[src/rtl/apb_mgr_subsystem_pkg.sv]
// Shared types and address map for the APB manager subsystem.
// Four peripherals, each owning one 4 KiB page starting at 0x1000_0000.
package apb_pkg;

    typedef enum logic [1:0] {
        IDLE,
        SETUP,
        ACCESS
    } apb_state_e;

    localparam int unsigned APB_NSLV = 4;

    localparam logic [31:0] APB_BASE0 = 32'h1000_0000;
    localparam logic [31:0] APB_BASE1 = 32'h1000_1000;
    localparam logic [31:0] APB_BASE2 = 32'h1000_2000;
    localparam logic [31:0] APB_BASE3 = 32'h1000_3000;

    localparam logic [31:0] APB_PAGE_MASK = 32'hFFFF_F000;

    function automatic logic [31:0] apb_base(input int unsigned idx);
        case (idx)
            0:       return APB_BASE0;
            1:       return APB_BASE1;
            2:       return APB_BASE2;
            default: return APB_BASE3;
        endcase
    endfunction

endpackage

[src/rtl/apb_mgr_subsystem_if.sv]
// Requester-side bus of the APB manager subsystem.
// The APB outputs are also carried so the requester can observe the transaction.
interface apb_mgr_subsystem_if;
    import apb_pkg::*;

    logic                transfer;
    logic                write;
    logic [31:0]         addr;
    logic [31:0]         wdata;
    logic [31:0]         rdata;
    logic                ready;
    logic [3:0]          paddr;
    logic                pwrite;
    logic                penable;
    logic [31:0]         pwdata;
    logic [APB_NSLV-1:0] psel;

    modport master (
        output transfer, write, addr, wdata,
        input  rdata, ready, paddr, pwrite, penable, pwdata, psel
    );

    modport slave (
        input  transfer, write, addr, wdata,
        output rdata, ready, paddr, pwrite, penable, pwdata, psel
    );

endinterface

[src/rtl/APB_Manager.sv]
// APB3 manager: converts a one-cycle transfer strobe into a SETUP/ACCESS sequence
// and returns the selected peripheral's read data with a ready pulse.
module APB_Manager
    import apb_pkg::*;
(
    input  logic        PCLK,
    input  logic        PRESET,
    input  logic        transfer,
    input  logic        write,
    input  logic [31:0] addr,
    input  logic [31:0] wdata,
    output logic [31:0] rdata,
    output logic        ready,
    output logic [3:0]  PADDR,
    output logic        PWRITE,
    output logic        PENABLE,
    output logic [31:0] PWDATA,
    output logic        PSEL0,
    output logic        PSEL1,
    output logic        PSEL2,
    output logic        PSEL3,
    input  logic [31:0] PRDATA0,
    input  logic [31:0] PRDATA1,
    input  logic [31:0] PRDATA2,
    input  logic [31:0] PRDATA3,
    input  logic        PREADY0,
    input  logic        PREADY1,
    input  logic        PREADY2,
    input  logic        PREADY3
);

    apb_state_e          state_q, state_d;
    logic [31:0]         addr_q, addr_d;
    logic [31:0]         wdata_q, wdata_d;
    logic                write_q, write_d;
    logic [APB_NSLV-1:0] sel, pready_vec, psel_vec;
    logic                hit, sel_ready, latch;
    logic [31:0]         sel_rdata;

    apb_addr_decoder u_dec (
        .addr (addr_q),
        .sel  (sel),
        .hit  (hit)
    );

    assign pready_vec = {PREADY3, PREADY2, PREADY1, PREADY0};

    always_comb begin
        sel_rdata = ({32{sel[0]}} & PRDATA0) | ({32{sel[1]}} & PRDATA1) |
                    ({32{sel[2]}} & PRDATA2) | ({32{sel[3]}} & PRDATA3);
        // Unmapped accesses complete at once so the requester never stalls.
        sel_ready = hit ? |(sel & pready_vec) : 1'b1;
        ready     = (state_q == ACCESS) && sel_ready;
        rdata     = ready ? sel_rdata : '0;
        psel_vec  = (state_q == IDLE) ? '0 : sel;
    end

    always_comb begin
        state_d = state_q;
        addr_d  = addr_q;
        wdata_d = wdata_q;
        write_d = write_q;
        latch   = 1'b0;
        case (state_q)
            IDLE: begin
                if (transfer) begin
                    latch   = 1'b1;
                    state_d = SETUP;
                end
            end
            SETUP:  state_d = ACCESS;
            ACCESS: begin
                if (sel_ready) begin
                    latch   = transfer;
                    state_d = transfer ? SETUP : IDLE;
                end
            end
            default: state_d = IDLE;
        endcase
        if (latch) begin
            addr_d  = addr;
            wdata_d = wdata;
            write_d = write;
        end
    end

    always_ff @(posedge PCLK) begin
        if (PRESET) begin
            state_q <= IDLE;
            addr_q  <= '0;
            wdata_q <= '0;
            write_q <= 1'b0;
        end else begin
            state_q <= state_d;
            addr_q  <= addr_d;
            wdata_q <= wdata_d;
            write_q <= write_d;
        end
    end

    assign PADDR   = addr_q[3:0];
    assign PWRITE  = write_q;
    assign PWDATA  = wdata_q;
    assign PENABLE = state_q == ACCESS;
    assign PSEL0   = psel_vec[0];
    assign PSEL1   = psel_vec[1];
    assign PSEL2   = psel_vec[2];
    assign PSEL3   = psel_vec[3];

endmodule

[src/rtl/APB_slave.sv]
// Zero-wait-state APB peripheral holding four 32-bit registers.
module APB_slave (
    input  logic        PCLK,
    input  logic        PRESET,
    input  logic [3:0]  PADDR,
    input  logic        PWRITE,
    input  logic        PSEL,
    input  logic        PENABLE,
    input  logic [31:0] PWDATA,
    output logic [31:0] PRDATA,
    output logic        PREADY
);

    logic [31:0] regs_q [4];
    logic [31:0] regs_d [4];
    logic        access;
    logic        unused_paddr;

    // Registers are word-indexed; byte offset bits carry no meaning.
    assign unused_paddr = ^PADDR[1:0];
    assign access       = PSEL & PENABLE;
    assign PREADY       = access;
    assign PRDATA       = (access && !PWRITE) ? regs_q[PADDR[3:2]] : '0;

    always_comb begin
        regs_d = regs_q;
        if (access && PWRITE) begin
            regs_d[PADDR[3:2]] = PWDATA;
        end
    end

    always_ff @(posedge PCLK) begin
        if (PRESET) begin
            regs_q <= '{default: '0};
        end else begin
            regs_q <= regs_d;
        end
    end

endmodule

[src/rtl/apb_addr_decoder.sv]
// Maps a 32-bit address onto a one-hot peripheral select.
// hit is low when the address falls outside every peripheral page.
module apb_addr_decoder
    import apb_pkg::*;
(
    input  logic [31:0]         addr,
    output logic [APB_NSLV-1:0] sel,
    output logic                hit
);

    always_comb begin
        sel = '0;
        for (int i = 0; i < APB_NSLV; i++) begin
            sel[i] = (addr & APB_PAGE_MASK) == apb_base(i);
        end
    end

    assign hit = |sel;

endmodule

[src/rtl/apb_mgr_subsystem.sv]
// APB manager with its four register-file peripherals attached.
module apb_mgr_subsystem
    import apb_pkg::*;
(
    input  logic                PCLK,
    input  logic                PRESET,
    apb_mgr_subsystem_if.slave  bus
);

    logic [APB_NSLV-1:0] psel;
    logic [APB_NSLV-1:0] pready;
    logic [31:0]         prdata [APB_NSLV];

    APB_Manager u_mgr (
        .PCLK     (PCLK),
        .PRESET   (PRESET),
        .transfer (bus.transfer),
        .write    (bus.write),
        .addr     (bus.addr),
        .wdata    (bus.wdata),
        .rdata    (bus.rdata),
        .ready    (bus.ready),
        .PADDR    (bus.paddr),
        .PWRITE   (bus.pwrite),
        .PENABLE  (bus.penable),
        .PWDATA   (bus.pwdata),
        .PSEL0    (psel[0]),
        .PSEL1    (psel[1]),
        .PSEL2    (psel[2]),
        .PSEL3    (psel[3]),
        .PRDATA0  (prdata[0]),
        .PRDATA1  (prdata[1]),
        .PRDATA2  (prdata[2]),
        .PRDATA3  (prdata[3]),
        .PREADY0  (pready[0]),
        .PREADY1  (pready[1]),
        .PREADY2  (pready[2]),
        .PREADY3  (pready[3])
    );

    for (genvar i = 0; i < APB_NSLV; i++) begin : g_slv
        APB_slave u_slv (
            .PCLK    (PCLK),
            .PRESET  (PRESET),
            .PADDR   (bus.paddr),
            .PWRITE  (bus.pwrite),
            .PSEL    (psel[i]),
            .PENABLE (bus.penable),
            .PWDATA  (bus.pwdata),
            .PRDATA  (prdata[i]),
            .PREADY  (pready[i])
        );
    end

    assign bus.psel = psel;

endmodule

[src/flat_wrapper.sv]
// flat-port wrapper written by rule: the top's interface ports become plain ports
module apb_mgr_subsystem_flat import apb_pkg::*;
  (PCLK, PRESET, bus_transfer, bus_write, bus_addr, bus_wdata, bus_rdata, bus_ready, bus_paddr, bus_pwrite, bus_penable, bus_pwdata, bus_psel);
  apb_mgr_subsystem_if bus_i ();
  input  logic PCLK;
  input  logic PRESET;
  input wire logic [$bits(bus_i.transfer)-1:0] bus_transfer;
  input wire logic [$bits(bus_i.write)-1:0] bus_write;
  input wire logic [$bits(bus_i.addr)-1:0] bus_addr;
  input wire logic [$bits(bus_i.wdata)-1:0] bus_wdata;
  output wire logic [$bits(bus_i.rdata)-1:0] bus_rdata;
  output wire logic [$bits(bus_i.ready)-1:0] bus_ready;
  output wire logic [$bits(bus_i.paddr)-1:0] bus_paddr;
  output wire logic [$bits(bus_i.pwrite)-1:0] bus_pwrite;
  output wire logic [$bits(bus_i.penable)-1:0] bus_penable;
  output wire logic [$bits(bus_i.pwdata)-1:0] bus_pwdata;
  output wire logic [$bits(bus_i.psel)-1:0] bus_psel;
  assign bus_i.transfer = bus_transfer;
  assign bus_i.write = bus_write;
  assign bus_i.addr = bus_addr;
  assign bus_i.wdata = bus_wdata;
  assign bus_rdata = bus_i.rdata;
  assign bus_ready = bus_i.ready;
  assign bus_paddr = bus_i.paddr;
  assign bus_pwrite = bus_i.pwrite;
  assign bus_penable = bus_i.penable;
  assign bus_pwdata = bus_i.pwdata;
  assign bus_psel = bus_i.psel;
  apb_mgr_subsystem u_core (.PCLK(PCLK), .PRESET(PRESET), .bus(bus_i));
endmodule
[config.mk]
export PLATFORM = sky130hd
export DESIGN_NAME = apb_mgr_subsystem_flat
export DESIGN_NICKNAME = d
export VERILOG_FILES = /design/src/rtl/apb_mgr_subsystem_pkg.sv /design/src/rtl/apb_mgr_subsystem_if.sv /design/src/rtl/APB_Manager.sv /design/src/rtl/APB_slave.sv /design/src/rtl/apb_addr_decoder.sv /design/src/rtl/apb_mgr_subsystem.sv /design/src/flat_wrapper.sv
export SDC_FILE = /design/constraint.sdc
export NUM_CORES = 1
export LEC_CHECK = 0
export CORE_AREA = 2 2 268 402
export DETAILED_ROUTE_END_ITERATION = 8
export DIE_AREA = 0 0 270 404
export PLACE_DENSITY = 0.49
export SYNTH_ARGS = -nofsm -noshare
export SYNTH_HDL_FRONTEND = slang
export SYNTH_SLANG_ARGS = --single-unit
[constraint.sdc]
create_clock -name PCLK -period 2.8 [get_ports PCLK]
set_input_delay 0.7 -clock PCLK [delete_from_list [all_inputs] [get_ports PCLK]]
set_output_delay 0.7 -clock PCLK [all_outputs]
set_load 0.005 [all_outputs]
# Yosys cells after proc, flatten, opt, wreduce, memory -nomap -nowiden
# Cells that the tools add are included.
dict set report totals {
  latch_bits 0
  memories 0
  out_inout_bits 75
  in_bits 68
  ramBits 0
  regBits 579
  mem_bits_ro 0
}
dict set report op_classes {
  order_cmp 2
  bitwise 13
  multipliers 0
  n_shift 0
  muxes 32
  n_reduce_logical 15
  add_sub_neg 0
  div_mod_pow 0
  n_eq_ne 8
}
# cell n
set ops {}
lappend ops {{$bwmux W128} 4}
lappend ops {{$mux W32} 14}
lappend ops {{$bmux W32 S2} 4}
lappend ops {{$and A32 B32 Y32} 4}
lappend ops {{$or A32 B32 Y32} 3}
lappend ops {{$eq A20 B17 Y1 const B} 4}
lappend ops {{$demux W32 S2} 1}
lappend ops {{$logic_and A1 B1 Y1} 10}
lappend ops {{$reduce_or A4 Y1} 2}
lappend ops {{$pmux W2 S3} 1}
lappend ops {{$and A1 B1 Y1} 4}
lappend ops {{$and A4 B4 Y4} 1}
lappend ops {{$mux W1} 4}
lappend ops {{$mux W2} 2}
lappend ops {{$mux W4} 1}
lappend ops {{$ge A3 B3 Y1 const B} 1}
lappend ops {{$lt A3 B1 Y1 const B} 1}
lappend ops {{$not A2 Y3} 1}
lappend ops {{$eq A2 B1 Y1 const B} 1}
lappend ops {{$eq A2 B2 Y1 const B} 1}
lappend ops {{$logic_not A2 Y1} 1}
lappend ops {{$ne A2 B1 Y1 const B} 1}
lappend ops {{$ne A2 B2 Y1 const B} 1}
lappend ops {{$pmux W1 S2} 1}
lappend ops {{2 further kinds} 2}

# Logic depth before layout (Yosys ltp)
dict set report depth {
  depth_word 10
  ltp_mapped 8
  mapped_depth_nobuf 4
}

# By module
# Synthesis repeated with hierarchy kept, for this count alone.
dict set report hier_totals {
  cells_unflattened 2965
  area_unflattened_um2 28971.5
}
# mod area_per_inst_um2 seq_area_each_um2 n_inst cells_each
set by_module_without_submodules {}
lappend by_module_without_submodules {APB_slave 6112.1 2562.5 4 610}
lappend by_module_without_submodules {APB_Manager 4441.8 1341.3 1 512}
lappend by_module_without_submodules {apb_addr_decoder 81.3 0.0 1 13}

# Worst setup path after synthesis
# Ideal clock, no wire load.
dict set report synth_path {
  path_kind {reg2out}
  start {register u_core.u_mgr.addr_q[31]}
  end {output bus_psel[2]}
  path_stages_with_launch 8
  path_slack_ns 0.077
  arrival_ns 2.023
  cell_sequence {dfxtp_1 -> or4_4 -> nor4b_4 -> buf_6 -> clkbuf_1 -> nand2_1 -> nor2_1 -> buf_4}
}
dict set report synth_via {
  elab_chain_cells 2
}
# item line_no
set synth_rtl {}
lappend synth_rtl {{start, declared} APB_Manager.sv:33} ;# logic [31:0] addr_q, addr_d;
lappend synth_rtl {{start signal, assigned} APB_Manager.sv:95} ;# addr_q <= addr_d;
lappend synth_rtl {{$eq A20 B17 Y1} apb_addr_decoder.sv:14} ;# sel[i] = (addr & APB_PAGE_MASK) == apb_base(i);
lappend synth_rtl {{$mux W4} APB_Manager.sv:55} ;# psel_vec = (state_q == IDLE) ? '0 : sel;
lappend synth_rtl {{end, declared} flat_wrapper.sv:17} ;# output wire logic [$bits(bus_i.psel)-1:0] bus_psel;
# No other way between the ends.

# Worst setup path after layout
dict set report layout_path {
  start {register u_core.u_mgr.addr_q[27]}
  end {output bus_rdata[19]}
}
dict set report layout_via {
  elab_chain_cells 10
}
# item line_no
set layout_rtl {}
lappend layout_rtl {{$eq A20 B17 Y1} apb_addr_decoder.sv:14}
lappend layout_rtl {{$mux W4} APB_Manager.sv:55}
lappend layout_rtl {{$and A1 B1 Y1} APB_slave.sv:21} ;# assign access = PSEL & PENABLE;
lappend layout_rtl {{$logic_and A1 B1 Y1} APB_slave.sv:23} ;# assign PRDATA = (access && !PWRITE) ? regs_q[PADDR[3:2]] : '0;
lappend layout_rtl {{$mux W32} APB_slave.sv:23}
lappend layout_rtl {{$and A32 B32 Y32} APB_Manager.sv:49} ;# sel_rdata = ({32{sel[0]}} & PRDATA0) | ({32{sel[1]}} & PRDATA1) |
lappend layout_rtl {{$or A32 B32 Y32 (2 in a row)} APB_Manager.sv:49}
lappend layout_rtl {{$or A32 B32 Y32} APB_Manager.sv:50} ;# ({32{sel[2]}} & PRDATA2) | ({32{sel[3]}} & PRDATA3);
lappend layout_rtl {{$mux W32 *} APB_Manager.sv:54} ;# rdata = ready ? sel_rdata : '0;
lappend layout_rtl {{end, declared} flat_wrapper.sv:11} ;# output wire logic [$bits(bus_i.rdata)-1:0] bus_rdata;
# Every way passes the cells marked *; elsewhere a longest branch is shown, timed or not.

==> impl_metrics.toml <==
[outcome]
outcome = "finished, violations left"
violations = "negative setup slack"

[pwr]
p_leak_nw = 14.30
p_sw_w = 0.004070
sequentialPowerShare_pct = 46.3
p_comb_share_pct = 6.4
p_per_area_nw_per_um2 = 539.2
clockPowerShare_pct = 47.4
power_w = 0.01779
p_sw_share_pct = 22.87
p_int_w = 0.01373
peakVddDrop_v = 0.0005346

[sta]
skew_ns = 0.03404
clock.fmax_mhz = 285.8
slew_headroom_pct = 44.10
period_needed_ns = 3.499
fin_ws_ns = -0.6990
slew_violations = 0
period_share_pct = 125.0
rsz0062_at_grt = "true"
tightest_slew_ns = 0.8385
final_hold_viol_count = 0
report.final.setup_viol = 36
timing.setup.tns_ns = -20.45

[setup_path]
r2r_cells = 11
path_class = "reg -> out"
crit_top_cell = "buf_6"
end_kind = "output port"
crit_slowest_cell = "or4_4"
crit_required_ns = 2.10
crit_chain = "or4_4 > nor3b_4 > buf_6 > nand3_4 > buf_12 > buf_6 > buf_6 > o221ai_4 > buf_2"
cp.arrival_ns = 2.80
critPathLaunchType = "flop"
crit_fanout = 5
max_stage_delay_ns = 0.56
r2r_slack_ns = 0.09

[grt]
grt_max_degree = 97
gr-total-overflow = 0
met1_usage_pct = 17.56
grt.met2_usage_pct = 28.39
grt_busiest_layer = "met2"
grt_usage_pct = 15.17
gr-usage-met3_pct = 1.994
grt_pass1_wl_mm = 125.3
antenna_found_initial = 2
grt_pass1_vias = 19690

[place]
place_inst = 3824
gp_congestion = 0.7432
place_ws_ns = -0.8769
io_buffers = 134
post-dp-hpwl_mm = 51.23

[die]
ios = 143
row_count = 146
initial_utilization_pct = 24.82
die-area_um2 = 109100
coreArea_um2 = 105400
dieWidth_um = 270
die_y_um = 404

[synthesis]
ys_ff_latch = 571
synth_edf_count = 0
syn_area_per_cell_um2 = 10.93
synthesis.area_um2 = 26160
yosysTopAreaCellShare_pct = 43.70
ys_async_sr_fraction_pct = 0
syn-num-nets = 2461
synth_common_cells = "dfxtp_1, nand2b_1, mux2i_1"
synth_top_area_cell = "dfxtp_1"
ys_types = 37
post-synth-top-count-cell = "dfxtp_1"
synth_flop_cell = "dfxtp_1"
syn_inst = 2393
seq_area_frac_synth_pct = 43.70
ys_warn_count = 0
ys_top_cells_by_area = "dfxtp_1, mux2i_1, nand2b_1"

[finish]
final_cells = 3982
area_growth_pct = 26.15
fin_nets = 2596
drive_above_1_share_pct = 21.94
finalCoreUtilization_pct = 31.31

[run]
drv_cap = 0

[route]
routed_wl_mm = 83.11
avgRoutedWirePerCell_um = 20.87
vias = 18040
postRouteAntennaNets = 0
drtPass1Iterations = 4
drc = 0
drtIter0Drc = 827
via_per_inst = 4.531

[cts]
clockRootBuffer = "clkbuf_16"
ctsHoldBuffers = 0
cts.reportedPaths.clkPinSlew_ns = 0.06
insertion_delay_ns = 0.65
clockBufferDepth = 3
cts_tree = "yes"
tritoncts.num_buffers = 61
cts.sinks = 571
cts.htree.levels = 2

[hold_path]
whs_path_depth = 2
hold_class = "in -> reg"
cells by family after synthesis:
family | share of synthesized area, %
muxes | 31.98
and+or+nand+nor | 17.07
DFF | 43.70
AOI/OAI and AO/OA | 2.162
buffers and inverters | 5.089
layer usage:
metal,up-vias,wire length [um],part of all wire (%)
met5,-,0,0
met4,0,2754,3.3
met3,131,2559,3.1
met2,284,43720,53
met1,9178,34080,41
li1,8449,-,-
stage by stage:
| step | cell area [um2] | hold WS [ns] |
|---|---|---|
| final | 33000 | 0.3742 |
| after global routing | 33000 | 0.3615 |
| after CTS | 32660 | 0.3396 |
| after detailed placement | 29840 | 0.4421 |
| after global placement | 29840 | 0.4434 |
| after floorplan | 26160 | 0.4308 |
power by group through the flow:
stage          registers [W]  logic, W  clock network, W
6_report             0.00823   0.00113           0.00843
5_1_grt              0.00824   0.00121           0.00898
4_1_cts              0.00824   0.00114           0.00865
3_5_place_dp         0.00842   0.00107                 0
3_3_place_gp         0.00842   0.00105                 0
2_1_floorplan        0.00838  0.000595                 0
final cells by class:
cell class | instances | area [um2]
timing repair buffer | 324 | 3572
inverter | 65 | 244.0
sequential | 571 | 11440
antenna | 1 | 2.502
fill | 10660 | 72400
clock inverter | 20 | 282.8
clock buffer | 90 | 1797
tap | 1406 | 1759
multi-input combinational | 1505 | 13900
critical path: cells and delay by family (launching register included):
family,cells,cell delay (ns)
simple gates,3,0.86
buf+inv,5,0.74
flops,1,0.32
compound gates,1,0.22
final timing paths:
| path | start | endpoint |
|---|---|---|
| worst max register to register | u_core.u_mgr.addr_q[31] | u_core.g_slv[2].u_slv.regs_q[80] |
| worst min-delay path | PRESET | u_core.u_mgr.state_q[0] |
| worst max-delay path | u_core.u_mgr.addr_q[27] | bus_rdata[19] |
| worst min register to register | u_core.u_mgr.addr_q[18] | u_core.u_mgr.addr_q[18] |
state kept, by name, indices dropped and copies added, names as in the netlist:
name / count
u_core.g_slv.u_slv.regs_q: 512
u_core.u_mgr.PWRITE: 1
u_core.u_mgr.state_q: 2
u_core.u_mgr.PWDATA: 32
u_core.u_mgr.addr_q: 24
cells in the final DEF (no fill, tap or decap), drive strengths merged, types with 2 or more instances in the layout:
cell / count
mux2i: 513
mux4: 128
or4: 3
and3: 4
nor3: 2
buf: 223
o221ai: 32
nand3: 49
nor4: 4
clkinv: 11
nor2b: 3
nor3b: 3
a21oi: 57
and3b: 2
clkbuf: 93
bufinv: 6
mux2: 31
inv: 67
clkdlybuf4s50: 97
nand2: 116
nor2: 6
nand4: 2
nand2b: 545
dfxtp: 571
nor4b: 2
what timing repair did:
| action | CTS | global route |
|---|---|---|
| cloned | 7 | 1 |
| resized for setup | 193 | 59 |
| buffers inserted | 26 | 17 |
| pin swaps | 11 | 14 |
| endpoints found under the setup margin | 36 | 36 |
Power figures use the tool's default switching activity.
